--- src/rtl/cmd_router.sv ---
// cmd_router: framed command parser that checks, buffers and routes payloads to one of NUM_DEST channels
module cmd_router #(
  parameter int DATA_W = 8,
  parameter int NUM_DEST = 8,
  parameter logic [DATA_W-1:0] PREFIX = 8'hAA,
  parameter logic [DATA_W-1:0] ADDR_SELF = 8'h01,
  parameter int BUF_DEPTH = 256,
  parameter int CHK_MODE = 0,
  parameter int TIMEOUT_CYC = 50000
) (
  input  logic clk,
  input  logic n_rst,
  input  logic [DATA_W-1:0] rx_data,
  input  logic rx_valid,
  output logic rx_ready,
  output logic [DATA_W-1:0] out_data,
  output logic [NUM_DEST-1:0] out_valid,
  input  logic [NUM_DEST-1:0] out_ready,
  output logic pkt_ok,
  output logic err_chk,
  output logic err_dest,
  output logic err_timeout,
  output logic busy
);
  localparam int AW = $clog2(BUF_DEPTH);
  localparam int TW = $clog2(TIMEOUT_CYC);
  typedef enum logic [2:0] {S_PREFIX, S_ADDR, S_DEST, S_LEN, S_DATA, S_CHK, S_FWD} state_t;
  state_t state;
  logic [DATA_W-1:0] mem [BUF_DEPTH];
  logic [AW-1:0] wr_ptr, rd_ptr;
  logic [AW:0] fill;
  logic [DATA_W-1:0] dest, len, cnt, acc, acc_nxt;
  logic [TW-1:0] tcnt;
  logic ovf, dest_bad, chk_bad, accept, xfer, fwd_on, wr_en, tout;
  assign rx_ready = state != S_FWD;
  assign busy = state != S_PREFIX;
  assign accept = rx_valid & rx_ready;
  assign fwd_on = state == S_FWD && fill != '0;
  assign out_valid = fwd_on ? NUM_DEST'(1) << dest : '0;
  assign out_data = fwd_on ? mem[rd_ptr] : '0;
  assign xfer = |(out_valid & out_ready);
  assign dest_bad = {1'b0, dest} >= (DATA_W+1)'(NUM_DEST);
  assign chk_bad = rx_data != acc || ovf;
  assign acc_nxt = CHK_MODE == 1 ? acc ^ rx_data : acc + rx_data;
  assign wr_en = state == S_DATA && accept && fill != (AW+1)'(BUF_DEPTH);
  assign tout = state != S_PREFIX && state != S_FWD && !accept && tcnt == TW'(TIMEOUT_CYC-2);
  always_ff @(posedge clk)
    if (wr_en) mem[wr_ptr] <= rx_data;
  always_ff @(posedge clk or negedge n_rst)
    if (!n_rst) begin
      state <= S_PREFIX;
      {wr_ptr, rd_ptr, fill} <= '0;
      dest <= '0;
      len <= '0;
      cnt <= '0;
      acc <= '0;
      tcnt <= '0;
      ovf <= 1'b0;
      {pkt_ok, err_chk, err_dest, err_timeout} <= '0;
    end else begin
      {pkt_ok, err_chk, err_dest, err_timeout} <= '0;
      tcnt <= (state == S_PREFIX || state == S_FWD || accept) ? '0 : tcnt + 1'b1;
      if (tout) begin
        err_timeout <= 1'b1;
        state <= S_PREFIX;
        acc <= '0;
        {wr_ptr, rd_ptr, fill} <= '0;
      end else if (accept)
        case (state)
          S_PREFIX: state <= rx_data == PREFIX ? S_ADDR : S_PREFIX;
          S_ADDR: state <= rx_data == ADDR_SELF ? S_DEST : S_PREFIX;
          S_DEST: begin
            dest <= rx_data;
            state <= S_LEN;
          end
          S_LEN: begin
            len <= rx_data;
            cnt <= '0;
            acc <= '0;
            ovf <= 1'b0;
            state <= rx_data == '0 ? S_CHK : S_DATA;
          end
          S_DATA: begin
            acc <= acc_nxt;
            cnt <= cnt + 1'b1;
            state <= cnt == len - 1'b1 ? S_CHK : S_DATA;
            if (wr_en) begin
              wr_ptr <= wr_ptr + 1'b1;
              fill <= fill + 1'b1;
            end else ovf <= 1'b1;
          end
          S_CHK: begin
            state <= (chk_bad || dest_bad || len == '0) ? S_PREFIX : S_FWD;
            err_chk <= chk_bad;
            err_dest <= !chk_bad && dest_bad;
            pkt_ok <= !chk_bad && !dest_bad && len == '0;
            if (chk_bad || dest_bad) {wr_ptr, rd_ptr, fill} <= '0;
          end
          default: ;
        endcase
      else if (xfer) begin
        rd_ptr <= rd_ptr + 1'b1;
        fill <= fill - 1'b1;
        if (fill == (AW+1)'(1)) begin
          state <= S_PREFIX;
          pkt_ok <= 1'b1;
        end
      end
    end
endmodule

--- config.mk ---
export PLATFORM = sky130hd
export DESIGN_NAME = cmd_router
export DESIGN_NICKNAME = d
export VERILOG_FILES = /design/src/rtl/cmd_router.sv
export SDC_FILE = /design/constraint.sdc
export NUM_CORES = 2
export LEC_CHECK = 0
export ABC_AREA = 1
export BUFFER_PORTS_ARGS = -buffer_cell sky130_fd_sc_hd__buf_4
export CAP_MARGIN = 10
export CORE_MARGIN = 8
export CORE_UTILIZATION = 60
export DETAILED_ROUTE_END_ITERATION = 7
export GPL_TIMING_DRIVEN = 1
export PLACE_DENSITY = 0.76
export SKIP_LAST_GASP = 1
export SYNTH_ARGS = -nofsm -noshare
export SYNTH_HDL_FRONTEND = slang
export SYNTH_SLANG_ARGS = --single-unit
--- constraint.sdc ---
create_clock -name clk -period 3 [get_ports clk]
set_input_delay 0.15 -clock clk [delete_from_list [all_inputs] [get_ports clk]]
set_output_delay 0.15 -clock clk [all_outputs]
set_load 0.01 [all_outputs]
# Word-level counts from Yosys, hierarchy flattened
# Memories as Yosys holds them, arrays and structs flattened.
# Index checks and enable logic that the tools add are counted.
[classes]
add_sub_neg = 8
n_lt_le_gt_ge = 1
n_eq_ne = 23
shift = 1
mux = 48
n_bitwise = 3
n_reduce_logical = 38
[op_table]
columns = ["op", "n"]
rows = [
  ["2-to-1 mux 8 bit", 12],
  ["case mux 8 bit (2 select lines)", 3],
  ["2-to-1 mux 9 bit", 5],
  ["adder 8 x 1 -> 8 bit, second input constant", 3],
  ["2-to-1 mux 1 bit", 18],
  ["case mux 3 bit (6 select lines)", 1],
  ["case mux 9 bit (2 select lines)", 1],
  ["adder 16 x 1 -> 16 bit, second input constant", 1],
  ["== test 16 bit, second input constant", 1],
  ["logical NOT 8 bit", 2],
  ["2-to-1 mux 16 bit", 1],
  ["2-to-1 mux 3 bit", 5],
  ["AND reduction 3 bit", 5],
  ["nonzero test 3 bit", 5],
  ["AND reduction 4 bit", 3],
  ["adder 9 x 1 -> 9 bit, second input constant", 1],
  ["== test 3 bit, second input constant", 3],
  ["== test 9 x 1 -> 1 bit, second input constant", 1],
  ["logical AND 1 bit", 9],
  ["!= test 3 bit, second input constant", 3],
  ["!= test 9 bit, second input constant", 1],
  ["nonzero test 9 bit", 1],
  ["subtractor 9 x 1 -> 9 bit, second input constant", 1],
  ["adder 8 bit", 1],
  ["other kinds (25)", 35],
]
[word_totals]
reg_bits = 81
ramBits = 2048
input_bits = 19
output_inout_bits = 22
memories = 1
[memory_table]
columns = ["name", "depth", "width", "rd", "rd_clocked_by_memory_dff", "wr", "line_no", "rtl"]
rows = [
  ["mem", 256, 8, 1, 0, 1, "29", "logic [DATA_W-1:0] mem [BUF_DEPTH];"],
]

# Longest topological paths before layout
[depth]
word_depth = 8
depth_mapped = 18

# Worst setup path after synthesis
# Ideal clock, no wire load.
[synth_timing]
path_kind = "flip-flop to flip-flop"
start = "reg state[1]"
end = "mem mem[175][0] (enable)"
t_arrival_ps = 1941
required_time_ps = 2630
setup_slack_ps = 689
path_stages_with_launch = 9
n_path_buf = 1
synth_period_minus_slack_ps = 2311
path_cell_list = "dfrtp_1 nor2_1 nand2_1 nor2_2 nand2_1 inv_1 nand4_1 buf_2 nor2_1"
[synth_between]
elab_chain_len = 6
elab_cells_between_ends = 7
[synth_rtl]
columns = ["element", "line_no", "rtl"]
rows = [
  ["from (decl)", "28", "state_t state;"],
  ["from (signal assigned)", "70", "S_PREFIX: state <= rx_data == PREFIX ? S_ADDR : S_PREFIX;"],
  ["from (signal assigned)", "71", "S_ADDR: state <= rx_data == ADDR_SELF ? S_DEST : S_PREFIX;"],
  ["from (signal assigned)", "81", "state <= rx_data == '0 ? S_CHK : S_DATA;"],
  ["!= test 3 bit", "35", "assign rx_ready = state != S_FWD;"],
  ["bitwise AND 1 bit", "37", "assign accept = rx_valid & rx_ready;"],
  ["logical AND 1 bit * (2 in a row)", "45", "assign wr_en = state == S_DATA && accept && fill != (AW+1)'(BUF_DEPTH);"],
  ["2-to-1 mux 1 bit *", "48", "if (wr_en) mem[wr_ptr] <= rx_data;"],
  ["2-to-1 mux 1 bit (implied by the code) *", "48", ""],
  ["to (decl)", "29", ""],
]
# Every way passes the cells marked *; elsewhere a longest branch is shown, timed or not.

# Worst setup path after layout
[layout_timing]
start = "reg rd_ptr[0]"
end = "out out_data[7]"
[layout_between]
elab_chain_len = 2
[layout_rtl]
columns = ["element", "line_no", "rtl"]
rows = [
  ["from (decl)", "30", "logic [AW-1:0] wr_ptr, rd_ptr;"],
  ["from (signal assigned)", "102", "rd_ptr <= rd_ptr + 1'b1;"],
  ["memory read (256 x 8 bit)", "n/a", ""],
  ["2-to-1 mux 8 bit", "40", "assign out_data = fwd_on ? mem[rd_ptr] : '0;"],
  ["to (decl)", "16", "output logic [DATA_W-1:0] out_data,"],
]
# Every way passes these cells.

==> out/results.env <==
OUTCOME='complete, but fails checks'
FAILED_CHECKS='setup timing'
DIE-AREA_SQ_UM=164000
NUMBER_OF_GLOBAL_ROUTE_VIAS_BEFORE_REPAIR=63600
WORST_R2R_SETUP_SLACK_NS=0.15
YOSYS.CELL_COUNT.TOP_TYPE='nand2_1'
FINAL_PERIOD_MINUS_WORST_SETUP_SLACK_NS=3.89
POSTLAYOUTSETUPSLACKWORST_NS=-0.891
SHARE_OF_THE_YOSYS_CHIP_AREA_BELONGING_TO_REGISTERS_PCT=69.9
HOLD_DEPTH=2
TRITONCTS_NUM_SINKS=2129
RSZ0062_AT_GRT='true'
TOP_LEVEL_PORT_COUNT=41
REPORT.FINAL.HOLD_VIOL_COUNT=0
POSTLAYOUTCOREUTIL_PCT=70.2
CRIT_FANOUT=47
DETAIL_ROUTE.WL_PER_CELL_UM=23.8
WORST_SLEW_MARGIN_REL_PCT=28.7
CTS_MAX_PATH_BUFFERS=3
SYNTH_TOP_AREA_CELL='edfxtp_1'
DESIGN.CORE.AREA_SQ_UM=150000
SLEW_WORST_PIN_NS=1.07
REG2REG_DEPTH=13
HOLD_PATH.STARTPOINT='rx_data[6]'
CTS.CLK_SLEW.WORST_PATHS_NS=0.07
FIN_NETS=8830
DETAIL_ROUTE.VIAS_PER_CELL=6.01
END_KIND='primary output'
CLK_ROOT_BUFFER_CELL='clkbuf_16'
DETAILED_PLACE.AREA_SQ_UM=95800
DRT_DRC_VIOLATIONS_LEFT=0
START_KIND='flip-flop'
DIE_WIDTH_UM=405
WORST_SKEW_PAIR.LATE_LATENCY_NS=0.86
AREA_GROWTH_SYN_TO_LAYOUT_PCT=16.0
WORSTREG2REGEND='rd_ptr[7]'
NETLIST_AREA_SQ_UM=90800
SYNTH_WARNINGS=0
YOSYS-TOP-CELLS-AREA='edfxtp_1, nand2_1, nor2_1, nand3_1, o21ai_0'
STARTING_DENSITY_OF_THE_CORE_PCT=60.5
ROUTE.VIAS.TOTAL=66000
CTS_BUFFERS=206
SYNTH_EDF_COUNT=2048
ANTENNA_LEFT=0
GLOBALROUTEOVERFLOWTOTAL=0
TIMING.CRITICAL_PATH.REQUIRED_NS=2.85
FIN_CRIT_SH_PCT=130
SYNTH_FLOP_CELL='edfxtp_1'
CLOCK-SKEW-FINAL_NS=0.0283
NETLIST.AREA_LEADER.SHARE_PCT=67.7
YS_ASYNC_SR_FRACTION_PCT=3.80
STARTPOINT='rd_ptr[0]'
HTREE_LEVELS=4
LAYOUT-DRIVE-GT1-SHARE_PCT=12.6
BUFFER_PORTS.INSERTED=40
LIBRARY_CELLS_USED_BY_SYNTHESIS=48
GRT_PASS1_WL_UM=388000
HOLD-PATH-ENDPOINT='mem[129][6]'
DRT_ITER0_MARKERS=9705
FINAL_DESIGN_AREA_NO_FILL_SQ_UM=105000
POWER.LEAKAGE_nW=40.4
POWER_DENSITY_nW_PER_UM2=685
SYN-INSTANCE-COUNT=8494
AVGSYNTHCELLAREA_SQ_UM=10.7
PIN_COUNT_OF_THE_BIGGEST_NET_ENTERING_GLOBAL_ROUTING=180
TOTAL_OF_MAX_CAP_VIOLATIONS=0
ROUTABILITYCONGESTION=0.940
VDD_DROP_MAX_mV=0.640
MAXSLEWVIOLCOUNT=0
DETAILEDROUTE.FIRSTPASSITERATIONCOUNT=8
STD_CELL_ROWS=142
ROUTED_WL_UM=261000
SYNTH_SEQ_CELLS=2129
MAPPEDNETLISTNETS=8535
CRITICAL_PATH.REG2REG.STARTPOINT='fill[5]'
GR-USAGE-ALL-LAYERS_PCT=31.2
MIN-DELAY-PATH-CLASS='in2reg'
SYNTH_COMMON_CELLS='nand2_1, edfxtp_1, nor2_1, nand3_1, inv_1'
TIMING_WORST_SETUP_PATH_TYPE='reg2out'
NUMBER_OF_ANTENNA_VIOLATIONS_AT_THE_FIRST_CHECK_IN_GLOBAL_ROUTING=5
TRITONCTS='done'
MAX_FREQ_GHz=0.257
WORST-ENDPOINT-ARRIVAL_NS=3.74
SETUP_VIOL_COUNT_FINAL=8
DIE_HEIGHT_UM=405
PLACE.DETAILED.HPWL_UM=151000
## worst max path at each step
stage / to / slack [ns] / depth (start not counted)
6_report: out_data[7] / -0.89 / 16
5_1_grt: out_data[7] / -0.92 / 18
4_1_cts: out_data[5] / -0.79 / 14
3_5_place_dp: out_data[5] / -0.91 / 17
3_3_place_gp: out_data[5] / -0.91 / 17
2_1_floorplan: mem[175][0] / 0.69 / 8
## metrics by stage
stage          hold WS [ns]  power, mW  instances  TNS, ns  setup slack (ns)
2_1_floorplan        -0.146       40.3       8494        0             0.689
3_3_place_gp          0.205       44.8      10500    -3.38            -0.913
3_5_place_dp          0.202       45.1      10500    -4.08            -0.906
4_1_cts               0.127       71.3      11000    -6.19            -0.786
5_1_grt               0.152       74.1      11000    -7.13            -0.922
6_report              0.163       72.2      11000    -6.70            -0.891
## layer usage
| layer | share of wire, % | global-route usage [%] | wire length, um | vias up |
|---|---|---|---|---|
| met1 | 35 | 41.0 | 92700 | 31400 |
| li1 | - | - | - | 29200 |
| met2 | 46 | 48.4 | 120000 | 4559 |
| met3 | 13 | 7.77 | 33300 | 820 |
| met5 | 0 | 0 | 0 | - |
| met4 | 5.9 | 16.4 | 15400 | 0 |
## where the power goes
part / leakage, nW / switching, mW / internal (mW)
clock network: 3.23 / 11.3 / 14.3
registers: 19.5 / 0.394 / 33.0
logic: 17.7 / 9.10 / 4.13
total: 40.4 / 20.8 / 51.4
## worst max-delay path: stages, from the launching register on
cell and delay (ns):
dfrtp_4 0.49, buf_12 0.18, buf_16 0.17, buf_16 0.20, nand2_1 0.12, nand3_1 0.13, nand2_1 0.10, nand2_1 0.07
nand2_1 0.08, inv_1 0.11, a21oi_2 0.19, nor2_4 0.10, nand2_2 0.12, nand3_4 0.11, a21oi_4 0.39, buf_6 0.15
buf_4 0.11
## final cells by class
cell class	instances	area [sq um]
tap	2016	2520
fill	9924	44800
inverter	597	2300
antenna	3	7.51
multi-input combinational	5295	23700
timing repair buffer	557	6570
clock inverter	115	1170
timing repair inverter	3	36.3
clock buffer	268	5470
sequential	2129	63500
## registers in the layout, summed over array words and instances, names as in the netlist
| register | cells |
|---|---|
| wr_ptr | 8 |
| dest | 8 |
| cnt | 8 |
| rd_ptr | 8 |
| pkt_ok | 1 |
| fill | 9 |
| ovf | 1 |
| acc | 8 |
| err_chk | 1 |
| err_dest | 1 |
| len | 8 |
| state | 3 |
| tcnt | 16 |
| mem | 2048 |
| err_timeout | 1 |
## kinds of logic after synthesis
logic type / after synthesis / share of synthesized area (%)
adder cells (fa/ha/maj): 22 / 0.311
multiplexers: 1 / 0.0124
XOR/XNOR: 32 / 0.309
AND/OR/NAND/NOR: 4446 / 19.7
flip-flops: 2129 / 69.9
buffers and inverters: 1071 / 5.09
AO/OA/AOI/OAI: 793 / 4.65
## what timing repair did
| action | in CTS | in global routing |
|---|---|---|
| gates cloned | 28 | 9 |
| pin swaps | 29 | 20 |
| endpoints found under the hold margin | 351 | 0 |
| endpoints found under the setup margin | 51 | 1046 |
| setup buffers | 35 | 11 |
| gates resized for setup | 195 | 156 |
| hold buffers | 20 | 0 |
## placed cells by master (no fill, tap or decap), types with 40 or more instances in the layout
cell / netlist / routed
a21oi_1: 125 / 97
buf_12: 0 / 79
buf_4: 58 / 377
clkbuf_1: 167 / 56
clkbuf_16: 0 / 215
clkinv_1: 4 / 41
clkinv_2: 0 / 40
dfrtp_1: 81 / 77
edfxtp_1: 2048 / 2048
inv_1: 585 / 579
nand2_1: 2368 / 2310
nand2_2: 3 / 55
nand3_1: 736 / 682
nand3_2: 0 / 41
nor2_1: 1245 / 1143
nor2_2: 6 / 101
o211ai_1: 81 / 81
o21ai_0: 514 / 504
o21ai_1: 50 / 60
(Power assumes the default switching activity.)
